## src/rtl/ps2_pkg.sv

```systemverilog
// rtl/ps2_pkg.sv - scan-code-set-2 constants, poll FSM encoding and byte-action codes
package ps2_pkg;

  localparam logic [7:0] SC_EXT    = 8'hE0;
  localparam logic [7:0] SC_BRK    = 8'hF0;
  localparam logic [7:0] SC_PAUSE  = 8'hE1;
  localparam logic [7:0] SC_BAT    = 8'hAA;
  localparam logic [7:0] SC_ACK    = 8'hFA;
  localparam logic [7:0] SC_ECHO   = 8'hEE;
  localparam logic [7:0] SC_RESEND = 8'hFE;

  typedef enum logic [2:0] {
    ST_GAP  = 3'b001,
    ST_REQ  = 3'b010,
    ST_WAIT = 3'b100
  } poll_state_t;

  typedef enum logic [2:0] {
    ACT_NONE,
    ACT_BAD,
    ACT_SKIP,
    ACT_PAUSE,
    ACT_EXT,
    ACT_BRK,
    ACT_OVERRUN,
    ACT_PUSH
  } byte_act_t;

  // Device replies that carry no key information.
  function automatic logic is_ctrl_reply(input logic [7:0] b);
    return (b == SC_BAT) || (b == SC_ACK) || (b == SC_ECHO) || (b == SC_RESEND);
  endfunction

endpackage

```

## src/rtl/ps2_evt_fifo.sv

```systemverilog
// rtl/ps2_evt_fifo.sv - key-event FIFO with wrap-bit pointers and combinational head
module ps2_evt_fifo #(
  parameter int WIDTH = 10,
  parameter int DEPTH = 4
) (
  input  logic             clock_quarter,
  input  logic             reset,
  input  logic             push,
  input  logic [WIDTH-1:0] push_data,
  input  logic             pop_ready,
  output logic             valid,
  output logic [WIDTH-1:0] head_data,
  output logic             drop
);

  localparam int AW = $clog2(DEPTH);
  localparam logic [AW:0] PTR_ONE = (AW + 1)'(1);

  logic [WIDTH-1:0] mem [DEPTH];
  logic [AW:0]      wr_ptr;
  logic [AW:0]      rd_ptr;
  logic             empty;
  logic             full;
  logic             pop;
  logic             wr_en;

  assign empty = (wr_ptr == rd_ptr);
  assign full  = (wr_ptr[AW] != rd_ptr[AW]) && (wr_ptr[AW-1:0] == rd_ptr[AW-1:0]);
  assign valid = !empty;
  assign pop   = valid && pop_ready;
  // A full FIFO still accepts a push when the head leaves in the same cycle.
  assign wr_en = push && (!full || pop);
  assign drop  = push && full && !pop;

  // Head reads as zero when empty so ev_* are clean after reset.
  assign head_data = empty ? '0 : mem[rd_ptr[AW-1:0]];

  always_ff @(posedge clock_quarter) begin
    if (wr_en) begin
      mem[wr_ptr[AW-1:0]] <= push_data;
    end
  end

  always_ff @(posedge clock_quarter) begin
    if (reset) begin
      wr_ptr <= '0;
      rd_ptr <= '0;
    end else begin
      if (wr_en) wr_ptr <= wr_ptr + PTR_ONE;
      if (pop)   rd_ptr <= rd_ptr + PTR_ONE;
    end
  end

endmodule

```

## src/rtl/ps2_scan_decoder.sv

```systemverilog
// rtl/ps2_scan_decoder.sv - polls the PS/2 byte receiver and decodes set-2 prefixes into key events
module ps2_scan_decoder
  import ps2_pkg::*;
#(
  parameter int POLL_GAP   = 8,
  parameter int FIFO_DEPTH = 4,
  parameter int E1_SKIP    = 7
) (
  input  logic       clock_quarter,
  input  logic       reset,
  input  logic       rx_ready,
  input  logic       rx_finish,
  input  logic       rx_faild,
  input  logic [7:0] rx_data,
  output logic       rx_start,
  output logic       ev_valid,
  input  logic       ev_ready,
  output logic [7:0] ev_code,
  output logic       ev_ext,
  output logic       ev_brk,
  output logic       overflow,
  output logic [7:0] err_cnt
);

  localparam int GAP_W  = $clog2(POLL_GAP + 1);
  localparam int SKIP_W = $clog2(E1_SKIP + 1);

  poll_state_t       state;
  logic [GAP_W-1:0]  gap_cnt;
  logic [SKIP_W-1:0] skip_cnt;
  logic              bad_byte;
  logic              ext;
  logic              brk;
  byte_act_t         act;
  logic              push;
  logic [9:0]        head_data;
  logic              fifo_drop;

  // Classify the byte completing this cycle; timeouts carry no byte.
  always_comb begin
    act = ACT_NONE;
    if (state == ST_WAIT && rx_finish && !rx_faild) begin
      if (bad_byte)                             act = ACT_BAD;
      else if (skip_cnt != '0)                  act = ACT_SKIP;
      else if (rx_data == SC_PAUSE)             act = ACT_PAUSE;
      else if (rx_data == SC_EXT)               act = ACT_EXT;
      else if (rx_data == SC_BRK)               act = ACT_BRK;
      else if (rx_data == 8'h00 || rx_data == 8'hFF) act = ACT_OVERRUN;
      else if (is_ctrl_reply(rx_data))          act = ACT_NONE;
      else                                      act = ACT_PUSH;
    end
  end

  assign push = (act == ACT_PUSH);

  ps2_evt_fifo #(
    .WIDTH (10),
    .DEPTH (FIFO_DEPTH)
  ) u_fifo (
    .clock_quarter (clock_quarter),
    .reset         (reset),
    .push          (push),
    .push_data     ({ext, brk, rx_data}),
    .pop_ready     (ev_ready),
    .valid         (ev_valid),
    .head_data     (head_data),
    .drop          (fifo_drop)
  );

  assign ev_ext  = head_data[9];
  assign ev_brk  = head_data[8];
  assign ev_code = head_data[7:0];

  always_ff @(posedge clock_quarter) begin
    if (reset) begin
      state    <= ST_GAP;
      gap_cnt  <= '0;
      rx_start <= 1'b0;
      bad_byte <= 1'b0;
      skip_cnt <= '0;
      ext      <= 1'b0;
      brk      <= 1'b0;
      err_cnt  <= '0;
      overflow <= 1'b0;
    end else begin
      if (fifo_drop) overflow <= 1'b1;

      case (state)
        ST_GAP: begin
          if (gap_cnt == GAP_W'(POLL_GAP - 1)) begin
            state    <= ST_REQ;
            rx_start <= 1'b1;
            gap_cnt  <= '0;
          end else begin
            gap_cnt <= gap_cnt + GAP_W'(1);
          end
        end
        ST_REQ: begin
          if (!rx_ready) begin
            state    <= ST_WAIT;
            rx_start <= 1'b0;
          end
        end
        ST_WAIT: begin
          if (rx_finish) begin
            state    <= ST_GAP;
            gap_cnt  <= '0;
            bad_byte <= 1'b0;
          end else if (rx_faild) begin
            bad_byte <= 1'b1;
          end
        end
        default: begin
          state    <= ST_GAP;
          gap_cnt  <= '0;
          rx_start <= 1'b0;
        end
      endcase

      case (act)
        ACT_BAD: begin
          ext      <= 1'b0;
          brk      <= 1'b0;
          skip_cnt <= '0;
          if (err_cnt != 8'hFF) err_cnt <= err_cnt + 8'd1;
        end
        ACT_SKIP:  skip_cnt <= skip_cnt - SKIP_W'(1);
        ACT_PAUSE: skip_cnt <= SKIP_W'(E1_SKIP);
        ACT_EXT:   ext <= 1'b1;
        ACT_BRK:   brk <= 1'b1;
        ACT_OVERRUN: begin
          ext <= 1'b0;
          brk <= 1'b0;
          if (err_cnt != 8'hFF) err_cnt <= err_cnt + 8'd1;
        end
        ACT_PUSH: begin
          ext <= 1'b0;
          brk <= 1'b0;
        end
        default: ;
      endcase
    end
  end

endmodule
```

## config.mk

```make
export PLATFORM = sky130hd
export DESIGN_NAME = ps2_scan_decoder
export DESIGN_NICKNAME = d
export VERILOG_FILES = /design/src/rtl/ps2_pkg.sv /design/src/rtl/ps2_evt_fifo.sv /design/src/rtl/ps2_scan_decoder.sv
export SDC_FILE = /design/constraint.sdc
export NUM_CORES = 1
export LEC_CHECK = 0
export ABC_AREA = 1
export BUFFER_PORTS_ARGS = -buffer_cell sky130_fd_sc_hd__buf_2
export CORE_UTILIZATION = 45
export CTS_BUF_LIST = sky130_fd_sc_hd__clkbuf_8
export CTS_CLUSTER_DIAMETER = 150
export DETAILED_ROUTE_END_ITERATION = 16
export SLEW_MARGIN = 15
export SYNTH_ARGS = -nofsm -noshare
export SYNTH_HDL_FRONTEND = slang
export SYNTH_SLANG_ARGS = --single-unit
export TNS_END_PERCENT = 30
```

## constraint.sdc

```tcl
create_clock -name clock_quarter -period 3.25 [get_ports clock_quarter]
set_clock_uncertainty 0.15 [all_clocks]
set_input_delay 0.1625 -clock clock_quarter [delete_from_list [all_inputs] [get_ports clock_quarter]]
set_output_delay 0.1625 -clock clock_quarter [all_outputs]
set_load 0.02 [all_outputs]
```

* Yosys cells after proc, flatten, opt, wreduce, memory -nomap -nowiden *
Memory sizes are Yosys's and may differ from the RTL's. A register that Yosys moved wholly into a read port is not among the register bits.
Index checks and enable logic that the tools add are counted.
Widths: inputs -> output; s select.

operators by class
  add/subtract/negate cells = 5
  $mul = 0
  divide/modulo/power cells = 0
  magnitude comparators = 0
  eq/ne operators = 26
  shifts and indexed selects = 0
  muxes and demuxes = 28
  bitwise operators = 2
  reductions and logical operators = 29

operators with widths
  operator             number
  $eq 8x8->1 const B   8
  $mux 3               11
  $pmux 3 s3           2
  $eq 3x3->1 const B   5
  $pmux 4 s3           1
  $mux 10              1
  $eq 3x2->1 const B   3
  $add 8x1->8 const B  1
  $logic_not 8->1      1
  $mux 4               2
  $ne 8x8->1 const B   1
  $logic_and 1x1->1    7
  $add 3x1->3 const B  2
  $eq 3x1->1 const B   2
  $mux 1               6
  $ne 2x2->1 const B   3
  $reduce_and 2->1     3
  $reduce_and 3->1     2
  $reduce_bool 2->1    3
  $reduce_bool 3->1    2
  $logic_or 1x1->1     5
  $add 4x1->4 const B  1
  $eq 4x3->1 const B   1
  $logic_not 1->1      4
  other kinds (10)     13

word-level totals
  flip-flop bits (word level) = 29
  latch bits = 0
  memory bits (writable) = 40
  bits in read-only memories = 0
  output and inout bits = 21
  word-level logic and storage cells = 102
  memories kept = 1

memories
  name        words  bits a word  rd ports  clocked after Yosys merged registers in  write ports  RTL line            source
  u_fifo.mem  4      10           1         1                                        1            ps2_evt_fifo.sv:19  logic [WIDTH-1:0] mem [DEPTH];

* Longest topological paths before layout *
Gate-level depths: netlist of run 1.

  depth in word-level cells = 16
  gate-level depth with buffers = 14
  depth with buffers taken out = 14

* Modules after synthesis *
A second synthesis of run 1 with hierarchy kept.

unflattened totals
  cells, all modules = 377
  area, all modules = 3383.2 um2

by module, submodules not included
  module            instances  cells each  area each (um2)
  ps2_evt_fifo      1          175         2034.5
  ps2_scan_decoder  1          202         1348.8

* Worst setup path after synthesis of run 1 *
Ideal clock, no wire load.

  path kind = reg2reg
  start = register skip_cnt[0]
  end = memory u_fifo.mem[0][0] (enable)
  arrival time = 1.753 ns
  required time = 2.724 ns
  slack = 0.971 ns
  stages on the path, launching flop included = 11
  buffers on the path = 0
  cells stage by stage = dfxtp_1 > inv_1 > ha_1 > inv_1 > nor2_2 > nand2_1 > nor2_2 > nand2_4 > clkinv_4 > nand4_4 > nor2_1

on the way
  cells in the longest elaborated chain, start to end = 8

ends and longest elaborated chain
  what                          RTL line                 source
  from (decl)                   ps2_scan_decoder.sv:30   logic [SKIP_W-1:0] skip_cnt;
  from (signal assigned)        ps2_scan_decoder.sv:127  ACT_SKIP: skip_cnt <= skip_cnt - SKIP_W'(1);
  from (signal assigned)        ps2_scan_decoder.sv:128  ACT_PAUSE: skip_cnt <= SKIP_W'(E1_SKIP);
  $reduce_bool 3->1             ps2_scan_decoder.sv:44   else if (skip_cnt != '0) act = ACT_SKIP;
  $mux 3                        ps2_scan_decoder.sv:44
  $mux 3                        ps2_scan_decoder.sv:43   if (bad_byte) act = ACT_BAD;
  $mux 3                        ps2_scan_decoder.sv:42   if (state == ST_WAIT && rx_finish && !rx_faild) begin
  $eq 3x3->1                    ps2_scan_decoder.sv:54   assign push = (act == ACT_PUSH);
  $logic_and 1x1->1             ps2_evt_fifo.sv:32       assign wr_en = push && (!full || pop);
  $mux 1                        ps2_evt_fifo.sv:39       if (wr_en) begin
  $mux 1 (not written as such)  ps2_evt_fifo.sv:40       mem[wr_ptr[AW-1:0]] <= push_data;
  to (decl)                     ps2_evt_fifo.sv:19

No other way between the ends.

* Worst setup path in the final report of run 1 *
  start = input port rx_data[6]
  end = memory u_fifo.mem[2][7] (enable)

on the way
  cells in the longest elaborated chain, start to end = 16
  elaborated cells between the ends (all ways) = 25
  those cells by class = eq/ne: 9; mux: 10; reduce/logical: 6

ends and longest elaborated chain
  what                            RTL line                source
  from (decl)                     ps2_scan_decoder.sv:14  input logic [7:0] rx_data,
  $eq 8x8->1                      ps2_pkg.sv:31           return (b == SC_BAT) || (b == SC_ACK) || (b == SC_ECHO) || (b == SC_RESEND);
  $logic_or 1x1->1 (3 in a row)   ps2_pkg.sv:31
  $mux 3                          ps2_scan_decoder.sv:49  else if (is_ctrl_reply(rx_data)) act = ACT_NONE;
  $mux 3                          ps2_scan_decoder.sv:48  else if (rx_data == 8'h00 || rx_data == 8'hFF) act = ACT_OVERRUN;
  $mux 3                          ps2_scan_decoder.sv:47  else if (rx_data == SC_BRK) act = ACT_BRK;
  $mux 3                          ps2_scan_decoder.sv:46  else if (rx_data == SC_EXT) act = ACT_EXT;
  $mux 3 *                        ps2_scan_decoder.sv:45  else if (rx_data == SC_PAUSE) act = ACT_PAUSE;
  $mux 3 *                        ps2_scan_decoder.sv:44
  $mux 3 *                        ps2_scan_decoder.sv:43
  $mux 3 *                        ps2_scan_decoder.sv:42
  $eq 3x3->1 *                    ps2_scan_decoder.sv:54
  $logic_and 1x1->1 *             ps2_evt_fifo.sv:32
  $mux 1 *                        ps2_evt_fifo.sv:39
  $mux 1 (not written as such) *  ps2_evt_fifo.sv:40

Every way passes the cells marked *; elsewhere a longest branch is shown, timed or not.

==> metrics.csv, run 1 <==
stage,metric,value,unit
worst_setup_path,reg2reg path depth,10,
logic_synthesis,synthesis warning total,0,
place,Post-DP HPWL,4554,um
pwr,Clk pwr share,33.9,%
cells_and_area,share of layout cells above drive strength 1,20.00,%
routing,Post-DRT Antenna Nets,0,
cells_and_area,# nets final,443,
floorplan,full die area,0.007983,mm2
worst_setup_path,Critical Path Start,rx_data[6],
global_routing,first-pass GRT wire length,10930,um
worst_setup_path,"Req. time, crit path",3.07,ns
routing,DR pass1 iterations,4,
logic_synthesis,ranking of synthesized cells by area,"edfxtp_1, dfxtp_1, nand2_1",
worst_setup_path,Crit Path Max Fanout,10,
cts,CTS Sinks,71,
sta,Slew Limit Fails,0,
routing,drc violations,0,
floorplan,Initial Util,46.83,%
place,placed cells,499,
worst_setup_path,Worst R2R Start,skip_cnt[0],
logic_synthesis,count of cell types in the netlist,33,
cells_and_area,Area Overhead vs Synth,16.29,%
cts,worst-skew pair later-pin latency,0.34,ns
global_routing,grt ovf,0,
cts,post-CTS sizing,0,
floorplan,Die Span Y,89.35,um
sta,unrepaired setup endpoints after global routing,no,
cts,clock transition at the registers of the reported paths,0.07,ns
worst_setup_path,reg2reg end,u_fifo.mem[2][7],
place,I/O Buffers,34,
logic_synthesis,ys flop type,edfxtp_1,
cts,Setup Buffers After CTS,0,
logic_synthesis,number of synthesized register bits,71,
logic_synthesis,Gate Count Post-Synth,372,
cts,CTS tree,yes,
global_routing,vias in the first global route,2274,
floorplan,Die W,89.35,um
logic_synthesis,Mapped Avg Cell Area,9.229,um2
pwr,P_leak,0.001650,uW
logic_synthesis,Synth async-reset ratio,0,%
routing,vias post-DR,2571,
cells_and_area,# diodes,0,
logic_synthesis,Post-synth EDFFs,40,
sta,final hold violations,0,
flow_run,Max Cap Viol,0,
worst_setup_path,Arrival @ worst endpoint,2.42,ns
pwr,Pint,1439,uW
cells_and_area,Seq. cell area,0.001822,mm2
floorplan,Core Area,0.007331,mm2
sta,crit share post-route,80.09,%
pwr,Sw Share,28.04,%
sta,"Min Clock Period, post-route",2.603,ns
worst_setup_path,Crit. End Element,flop,
worst_setup_path,crit path kind,input pin to flop,
cells_and_area,Post-Layout Cell Count,524,
logic_synthesis,area share of the leading cell type in the synthesized netlist,34.99,%
routing,Vias/cell,4.906,
cts,Max H-tree Level,3,
global_routing,largest net degree at the start of global routing,22,
routing,DRT iter0 DRCs,113,
cells_and_area,"commonest non-fill, non-tap cells in the layout","nor2_1, nand2_1, inv_1, edfxtp_1, buf_2",
logic_synthesis,Synth area leader,edfxtp_1,
worst_setup_path,crit path to,u_fifo.mem[2][7],
pwr,share of total power in combinational logic,15.5,%
outcome,status,"complete, no violations",
sta,Max transition margin,46.55,%
floorplan,# IOs,35,
floorplan,num rows,31,
pwr,Psw,560.9,uW
pwr,register share of total power,50.6,%
logic_synthesis,syn_nets,395,
worst_setup_path,Worst setup SP type,input pin,
logic_synthesis,"Seq/Total Area, Yosys",53.06,%
cts,Root Driver,clkbuf_8,
cts,Longest Clk Path Bufs,2,
pwr,VDD IR max,343.5,uV
worst_hold_path,Hold WC Path Type,input pin to flop,
sta,pin slew with the least headroom to its limit,0.7988,ns
sta,fmax,0.3842,GHz
cells_and_area,fillers,682,
sta,final setup violation count,0,
place,GP Congestion,0.7645,
global_routing,GRT Total Usage,18.38,%
cts,TritonCTS Buffers,9,
worst_setup_path,reg2reg setup slack,0.68,ns
sta,Setup TNS,0,ns
routing,DRT Wirelength,6666,um
logic_synthesis,post-synth design cell area,0.003433,mm2
pwr,pwr/cell area,501.0,mW/mm2
sta,hold slack,0.01510,ns
routing,routed length per instance,12.72,um
global_routing,initial antenna violation count,0,
cells_and_area,footprint of the multi-input gates,0.001399,mm2
## per-layer routing
layer | GRT usage [%] | part of all wire [%]
met5 | 0 | 0
met4 | 8.225 | 1.7
met3 | 3.509 | 2.7
met2 | 28.80 | 44
met1 | 24.82 | 52
## synthesized netlist by cell type (2+ instances only)
| library cell | instances |
|---|---|
| nand2_4 | 5 |
| inv_2 | 2 |
| clkbuf_1 | 9 |
| nor2_4 | 2 |
| nand4_1 | 5 |
| o32ai_1 | 10 |
| edfxtp_1 | 40 |
| nand4_4 | 2 |
| xnor2_1 | 5 |
| nand3_2 | 6 |
| dfxtp_1 | 31 |
| a21oi_1 | 17 |
| nand2_1 | 56 |
| inv_1 | 42 |
| o21ai_0 | 20 |
| nand2_2 | 6 |
| xor2_1 | 5 |
| a211oi_1 | 2 |
| a21oi_2 | 3 |
| nand3_1 | 19 |
| nor2_2 | 5 |
| nor3_1 | 6 |
| nor2_1 | 56 |
| ha_1 | 9 |
## per-stage QoR
stage | util (%) | power [uW] | setup WS [ns] | instance area, um2
after detailed placement | 50.69 | 1333 | 0.6859 | 3716
after global placement | 50.69 | 1333 | 0.7715 | 3716
after CTS | 54.46 | 2013 | 0.6567 | 3993
after global routing | 54.46 | 2110 | 0.4289 | 3993
final | 54.46 | 2000 | 0.6471 | 3993
after floorplan | - | 1250 | 0.9708 | 3433
## critical path, stage by stage
cell	delay (ns)
dlygate4sd3_1	0.53
buf_2	0.19
inv_1	0.06
nand2_1	0.06
nand2_1	0.06
nand3_2	0.09
nand2_4	0.07
nor2_2	0.20
nand2_4	0.11
clkinv_4	0.08
nand4_4	0.15
nor2_1	0.65
## cell type report
| cell class | count | area share [%] |
|---|---|---|
| Sequential cell | 71 | 45.63 |
| Tap cell | 99 | 3.102 |
| Inverter | 46 | 4.481 |
| Clock buffer | 9 | 3.102 |
| Clock inverter | 7 | 1.567 |
| Multi-Input combinational cell | 246 | 35.04 |
| Timing Repair Buffer | 46 | 7.082 |
## cells by family (layout without fill, tap and decap cells)
group	count (synthesis)	in the layout	synth area share, %
xor+xnor	10	10	2.551
flops	71	71	53.06
compound gates	57	57	10.42
simple gates	170	170	24.49
buf+inv	55	108	6.195
fa+ha+maj	9	9	3.280
## flip-flops by register name, indices dropped and copies added (netlist names), named ones only
name,cells
bad_byte,1
rx_start,1
state,3
ext,1
overflow,1
u_fifo.rd_ptr,3
brk,1
gap_cnt,4
skip_cnt,3
u_fifo.wr_ptr,3
err_cnt,8
u_fifo.mem,40
## power by group through the flow
stage | Sequential [uW] | Combinational, uW | Clock, uW
floorplan | 1030 | 220 | 0
global placement | 1030 | 299 | 0
detailed placement | 1030 | 300 | 0
CTS | 1010 | 310 | 690
global route | 1020 | 351 | 741
finish | 1010 | 310 | 677
## worst min path at each step
stage	from	end	slack (ns)	cells past startpoint
6_report	rx_finish	bad_byte	0.02	4
5_1_grt	reset	err_cnt[3]	0.05	2
4_1_cts	rx_finish	bad_byte	0.01	4
3_5_place_dp	rx_data[1]	u_fifo.mem[0][1]	0.30	1
3_3_place_gp	rx_data[1]	u_fifo.mem[0][1]	0.30	1
2_1_floorplan	reset	skip_cnt[2]	0.08	1
## timing repair
action	4_1_cts	5_1_grt
hold endpoints to repair	33	0
hold buffers	9	0
endpoints found under the setup margin	0	0
Power figures use the tool's default switching activity.
==> run 2: changes to the inputs <==
==> constraint.sdc (replaced) <==
create_clock -name clock_quarter -period 2.45 [get_ports clock_quarter]
set_clock_uncertainty 0.15 [all_clocks]
set_input_delay 0.1225 -clock clock_quarter [delete_from_list [all_inputs] [get_ports clock_quarter]]
set_output_delay 0.1225 -clock clock_quarter [all_outputs]
set_load 0.02 [all_outputs]
==> metrics.csv, run 2 (synthesized netlist as in run 1, its figures left out) <==
stage,metric,value,unit,change
sta,"Min Clock Period, post-route",2.195,ns,
worst_setup_path,reg2reg end,u_fifo.mem[3][9],,
cells_and_area,footprint of the multi-input gates,0.001399,mm2,unchanged
worst_setup_path,"Req. time, crit path",2.30,ns,-0.77 ns
worst_setup_path,Arrival @ worst endpoint,2.05,ns,-0.37 ns
outcome,status,"complete, no violations",,
floorplan,Core Area,0.007331,mm2,unchanged
cts,TritonCTS Buffers,9,,unchanged
cells_and_area,final instance area,0.004038,mm2,+1.1%
pwr,VDD IR max,396.4,uV,+15%
worst_setup_path,reg2reg setup slack,0.27,ns,-0.41 ns
worst_setup_path,crit-path leading delay family,simple AND/OR/NAND/NOR gates,,
sta,min setup slack post-route,0.2550,ns,-0.3921 ns
floorplan,Die Span Y,89.35,um,unchanged
sta,Setup TNS,0,ns,unchanged
flow_run,Max Cap Viol,0,,unchanged
cts,Longest Clk Path Bufs,2,,unchanged
sta,fmax,0.4556,GHz,
global_routing,largest net degree at the start of global routing,21,,-4.5%
pwr,P_leak,0.001673,uW,+1.4%
routing,DRT iter0 DRCs,145,,+28%
cells_and_area,"commonest non-fill, non-tap cells in the layout","nor2_1, nand2_1, inv_1, edfxtp_1, buf_2",,
worst_setup_path,max incr delay on CP,0.53,ns,-0.12 ns
worst_setup_path,reg2reg path depth,10,,unchanged
cts,clock transition at the registers of the reported paths,0.07,ns,about the same
cts,Root Driver,clkbuf_8,,
cells_and_area,Seq. cell area,0.001822,mm2,unchanged
sta,final setup violation count,0,,unchanged
cts,Max H-tree Level,3,,unchanged
worst_setup_path,worst path bufs/invs,4,,unchanged
place,Post-DP HPWL,4655,um,+2.2%
place,GP Congestion,0.8009,,+4.8%
floorplan,full die area,0.007983,mm2,unchanged
worst_hold_path,hold path cells,4,,unchanged
place,DP Worst Slack,0.2457,ns,-0.4402 ns
floorplan,Die W,89.35,um,unchanged
cells_and_area,Area Overhead vs Synth,17.60,%,
sta,crit share post-route,89.59,%,
global_routing,met2 global-route usage,27.83,%,-0.97 points
place,I/O Buffers,34,,unchanged
routing,vias post-DR,2587,,+0.62%
routing,routed length per instance,12.78,um,+0.49%
routing,DRT Wirelength,6750,um,+1.3%
routing,drc violations,0,,unchanged
global_routing,GRT Total Usage,18.54,%,+0.16 points
global_routing,grt ovf,0,,unchanged
cells_and_area,max reg flops,40,,unchanged
global_routing,initial antenna violation count,0,,unchanged
cells_and_area,# nets final,448,,+1.1%
worst_setup_path,crit path kind,input pin to flop,,
cts,CTS tree,yes,,
cells_and_area,fin util,55.08,%,+0.61 points
cells_and_area,fillers,664,,-2.6%
pwr,pwr/cell area,657.5,mW/mm2,+31%
place,placed cell area,0.003731,mm2,+0.40%
sta,pin slew with the least headroom to its limit,0.6097,ns,-0.1891 ns
place,placed cells,501,,+0.40%
global_routing,M1 GR Usage,25.70,%,+0.88 points
worst_setup_path,Crit. End Element,flop,,
cells_and_area,share of layout cells above drive strength 1,20.51,%,+0.51 points
global_routing,GRT busiest layer,met2,,
routing,Vias/cell,4.900,,-0.14%
sta,final hold violations,0,,unchanged
sta,Max transition margin,59.30,%,+13 points
worst_setup_path,Worst R2R Start,skip_cnt[0],,
floorplan,Initial Util,46.83,%,unchanged
sta,unrepaired setup endpoints after global routing,no,,
worst_hold_path,hold_sp,ev_ready,,
cells_and_area,Post-Layout Cell Count,528,,+0.76%
sta,Slew Limit Fails,0,,unchanged
worst_hold_path,Hold WC Path Type,input pin to flop,,
cts,CTS Sinks,71,,unchanged
floorplan,num rows,31,,unchanged
worst_setup_path,Crit Path Max Fanout,12,,+2
routing,Post-DRT Antenna Nets,0,,unchanged
worst_hold_path,"Endpoint, Worst Hold",u_fifo.rd_ptr[1],,
global_routing,GR met3 Demand/Resource,5.540,%,+2.0 points
worst_setup_path,Worst setup SP type,input pin,,
floorplan,# IOs,35,,unchanged
cts,worst-skew pair later-pin latency,0.34,ns,about the same
worst_setup_path,cells along the critical path,dlygate4sd3_1 -> buf_2 -> inv_1 -> nor2_2 -> nand3_1 -> nand2_4 -> nor2_2 -> nand2_4 -> clkinv_4 -> nand4_4 -> nor2_4,,
cells_and_area,# diodes,0,,unchanged
global_routing,vias in the first global route,2279,,+0.22%
routing,DR pass1 iterations,4,,unchanged
global_routing,first-pass GRT wire length,11040,um,+1.0%
worst_setup_path,"Slowest-stage cell, CP",dlygate4sd3_1,,
[run 2: changes by cell type in the layout (fill, tap and decap cells not counted), sizes merged]
cell         delta
buf             +2
clkinv          -1
clkinvlp        +1
dlygate4sd3     +3
inv             -1
[run 2: power by group]
part	leakage, uW	internal [uW]	switching (uW)
Clock	0.0000887	461	431
Sequential	0.000608	1300	41.9
Combinational	0.000976	152	266
Total	0.00167	1910	740
[run 2: layer usage]
layer | up-vias | routed length (um)
met5 | - | 0
met4 | 0 | 51
met3 | 4 | 251
met2 | 50 | 3090
met1 | 1176 | 3356
li1 | 1357 | -
[run 2: repair_timing]
item,CTS,global route
hold buffers,12,0
hold endpoints to repair,36,0
setup buffers,0,0
resized for setup,0,0
[run 2: layout make-up]
type	count	area share [%]
clock buffers	9	3.068
flip-flops and latches	71	45.12
well taps	99	3.068
repair buffers	51	8.119
multi-input cells	246	34.65
inverters	46	4.431
clock inverters	6	1.549
[run 2: worst max-delay path by stage]
stage	startpoint	slack (ns)	cells past startpoint	end
floorplan	skip_cnt[0]	0.17	10	u_fifo.mem[0][0]
global placement	skip_cnt[0]	0.31	10	u_fifo.mem[3][7]
detailed placement	skip_cnt[0]	0.25	10	u_fifo.mem[3][1]
CTS	skip_cnt[0]	0.24	10	u_fifo.mem[3][2]
global route	skip_cnt[0]	0.08	10	u_fifo.mem[3][9]
finish	rx_data[1]	0.25	11	u_fifo.mem[3][9]
[run 2: worst min-delay path, cell delays in order]
cell and delay, ns:
buf_2 0.11, nand2_1 0.07, o21ai_0 0.07, nor2_1 0.10
[run 2: stage by stage]
step | hold WS (ns) | power [uW]
after floorplan | 0.04157 | 1658
after CTS | 0.02451 | 2681
after global routing | 0.05206 | 2802
after global placement | 0.2629 | 1772
after detailed placement | 0.2689 | 1775
final | 0.02976 | 2655
==> run 3: changes to the inputs <==
--- a/config.mk
+++ b/config.mk
@@ -11,8 +11,10 @@
 export CTS_BUF_LIST = sky130_fd_sc_hd__clkbuf_8
 export CTS_CLUSTER_DIAMETER = 150
 export DETAILED_ROUTE_END_ITERATION = 16
+export GPL_TIMING_DRIVEN = 0
 export SLEW_MARGIN = 15
 export SYNTH_ARGS = -nofsm -noshare
 export SYNTH_HDL_FRONTEND = slang
+export SYNTH_HIERARCHICAL = 1
 export SYNTH_SLANG_ARGS = --single-unit
 export TNS_END_PERCENT = 30
==> metrics.csv, run 3 <==
stage,metric,value,unit,change
pwr,P_leak,0.001721,uW,+2.9%
worst_setup_path,Arrival @ worst endpoint,2.25,ns,+0.20 ns
routing,Post-DRT Antenna Nets,0,,unchanged
sta,Max transition margin,63.04,%,+3.7 points
place,DP Worst Slack,-0.7434,ns,-0.9891 ns
floorplan,Die Span Y,88.71,um,-0.71%
floorplan,Die W,88.71,um,-0.71%
logic_synthesis,Synth async-reset ratio,0,%,unchanged
cts,clock transition at the registers of the reported paths,0.07,ns,about the same
logic_synthesis,area share of the leading cell type in the synthesized netlist,35.50,%,+0.52 points
sta,min setup slack post-route,0.1027,ns,-0.1523 ns
global_routing,vias in the first global route,2463,,+8.1%
cts,CTS Sinks,71,,unchanged
sta,pin slew with the least headroom to its limit,0.5543,ns,-0.05536 ns
routing,DRT Wirelength,6823,um,+1.1%
logic_synthesis,ranking of synthesized cells by area,"edfxtp_1, dfxtp_1, nand2_1",,
worst_setup_path,Critical Path Start,state[2],,
routing,drc violations,0,,unchanged
sta,hold slack,0.07202,ns,+0.04226 ns
worst_setup_path,reg2reg end,u_fifo/mem[0][8],,
cts,TritonCTS Buffers,9,,unchanged
pwr,Psw,651.3,uW,-12%
pwr,share of total power in combinational logic,12.1,%,-3.6 points
place,Post-DP HPWL,4568,um,-1.9%
worst_setup_path,"Req. time, crit path",2.35,ns,+0.05 ns
worst_setup_path,Worst R2R Start,state[2],,
routing,routed length per instance,12.47,um,-2.4%
global_routing,initial antenna violation count,0,,unchanged
cells_and_area,"commonest non-fill, non-tap cells in the layout","nand2_1, inv_1, edfxtp_1, nor2_1, buf_2",,
routing,DR pass1 iterations,4,,unchanged
cts,Root Driver,clkbuf_8,,
logic_synthesis,number of synthesized register bits,71,,unchanged
routing,vias post-DR,2671,,+3.2%
routing,DRT iter0 DRCs,129,,-11%
cells_and_area,max reg flops,40,,unchanged
place,placed cell area,0.003677,mm2,-1.4%
worst_setup_path,reg2reg setup slack,0.10,ns,-0.17 ns
floorplan,Core Area,0.007253,mm2,-1.1%
cells_and_area,# diodes,0,,unchanged
outcome,status,"complete, no violations",,
logic_synthesis,synthesis warning total,6,,+6
worst_setup_path,Crit. End Element,flop,,
cells_and_area,share of layout cells above drive strength 1,18.97,%,-1.5 points
logic_synthesis,syn_nets,400,,+1.3%
place,GP Congestion,0.8351,,+4.3%
logic_synthesis,most common cell in the netlist,nand2_1,,
pwr,"Power, Total",2530,uW,-4.7%
global_routing,GRT Total Usage,19.09,%,+0.55 points
sta,fmax,0.4260,GHz,-6.5%
logic_synthesis,Gate Count Post-Synth,377,,+1.3%
logic_synthesis,count of cell types in the netlist,30,,-9.1%
worst_setup_path,crit path to,u_fifo/mem[0][8],,
logic_synthesis,post-synth design cell area,0.003383,mm2,-1.5%
pwr,register share of total power,52.7,%,+2.1 points
worst_setup_path,reg2reg path depth,9,,-1
cts,Max H-tree Level,3,,unchanged
sta,crit share post-route,95.81,%,+6.2 points
cells_and_area,Area Overhead vs Synth,21.93,%,
floorplan,full die area,0.007869,mm2,-1.4%
worst_setup_path,Worst setup SP type,flop,,
cells_and_area,# nets final,466,,+4.0%
flow_run,Max Cap Viol,0,,unchanged
worst_setup_path,crit path kind,flop to flop,,
sta,final setup violation count,0,,unchanged
logic_synthesis,"Seq/Total Area, Yosys",53.85,%,+0.78 points
worst_hold_path,Hold WC Path Type,input pin to flop,,
sta,Slew Limit Fails,0,,unchanged
cts,worst-skew pair later-pin latency,0.34,ns,about the same
cts,CTS tree,yes,,
logic_synthesis,Post-synth EDFFs,40,,unchanged
floorplan,num rows,31,,unchanged
worst_hold_path,hold_sp,rx_finish,,
logic_synthesis,Synth area leader,edfxtp_1,,
sta,Setup TNS,0,ns,unchanged
logic_synthesis,ys flop type,edfxtp_1,,
pwr,Clk pwr share,35.1,%,+1.5 points
global_routing,grt ovf,0,,unchanged
worst_setup_path,Crit Path Max Fanout,7,,-5
logic_synthesis,Mapped Avg Cell Area,8.974,um2,-2.8%
sta,final hold violations,0,,unchanged
cells_and_area,"commonest non-fill, non-tap cell in the layout",nand2_1,,
global_routing,first-pass GRT wire length,11180,um,+1.3%
global_routing,largest net degree at the start of global routing,13,,-38%
logic_synthesis,Synth top cells by count,"nand2_1, inv_1, nor2_1",,
place,I/O Buffers,34,,unchanged
cts,Longest Clk Path Bufs,2,,unchanged
pwr,Pint,1879,uW,-1.9%
pwr,VDD IR max,583.2,uV,+47%
floorplan,# IOs,35,,unchanged
routing,Vias/cell,4.883,,-0.34%
pwr,pwr/cell area,613.4,mW/mm2,-6.7%
cells_and_area,final instance area,0.004125,mm2,+2.2%
floorplan,Initial Util,46.64,%,-0.19 points
pwr,Sw Share,25.74,%,-2.1 points
sta,"Min Clock Period, post-route",2.347,ns,+0.1523 ns
## run 3: final cells by class
class	count	area, um2
fillers	668	3128
flip-flops and latches	71	1822
multi-input cells	251	1398
repair buffers	55	385.4
inverters	48	180.2
clock buffers	9	123.9
well taps	99	123.9
clock inverters	7	63.81
plain buffers	7	28.78
## run 3: metal layers
metal	vias up	wire, um	GRT usage [%]
met2	62	3268	30.98
met4	0	89	9.091
met1	1222	3112	23.60
met5	-	0	0
met3	7	352	5.224
li1	1380	-	-
## run 3: how the worst min path moves through the flow
stage	to	slack [ns]	cells after the start
CTS	bad_byte	0.07	4
finish	bad_byte	0.07	4
global route	bad_byte	0.14	4
detailed placement	u_fifo/rd_ptr[2]	0.23	2
floorplan	u_fifo/rd_ptr[2]	0.04	1
global placement	u_fifo/rd_ptr[2]	0.23	2
## run 3: timing repair
| item | in CTS | in global routing |
|---|---|---|
| gates cloned | 0 | 0 |
| endpoints found under the hold margin | 42 | 0 |
| gates resized for setup | 10 | 3 |
| buffers inserted | 4 | 4 |
| pin swaps | 2 | 4 |
| hold buffers | 13 | 0 |
| setup endpoints to repair | 40 | 40 |
## run 3: cells by family after synthesis
| group | count (synthesis) | synth area share (%) |
|---|---|---|
| AND/OR/NAND/NOR | 173 | 23.37 |
| flip-flops | 71 | 53.85 |
| buffers and inverters | 55 | 6.176 |
| multiplexers | 10 | 2.959 |
| adder cells (fa/ha/maj) | 9 | 3.328 |
| AO/OA/AOI/OAI | 49 | 7.730 |
| XOR/XNOR | 10 | 2.589 |
## run 3: power by group through the flow
stage	clock, uW	sequential (uW)	combinational [uW]
2_1_floorplan	0	1360	208
3_3_place_gp	0	1360	285
3_5_place_dp	0	1360	290
4_1_cts	918	1330	308
5_1_grt	964	1340	351
6_report	889	1330	307
## run 3: critical path, stage by stage (launching register included)
cell	delay (ns)
dfxtp_1	0.43
nand3_2	0.15
nor3_4	0.27
nand2_2	0.11
nor3_4	0.23
nand2_2	0.12
nor2_4	0.16
nand2_4	0.13
nor2_4	0.13
buf_4	0.17
## run 3: stage by stage
stage / instances / util, %
after floorplan: 377 / -
after global placement: 510 / 50.70
after detailed placement: 510 / 50.70
after CTS: 543 / 56.01
after global routing: 547 / 56.87
final: 547 / 56.87
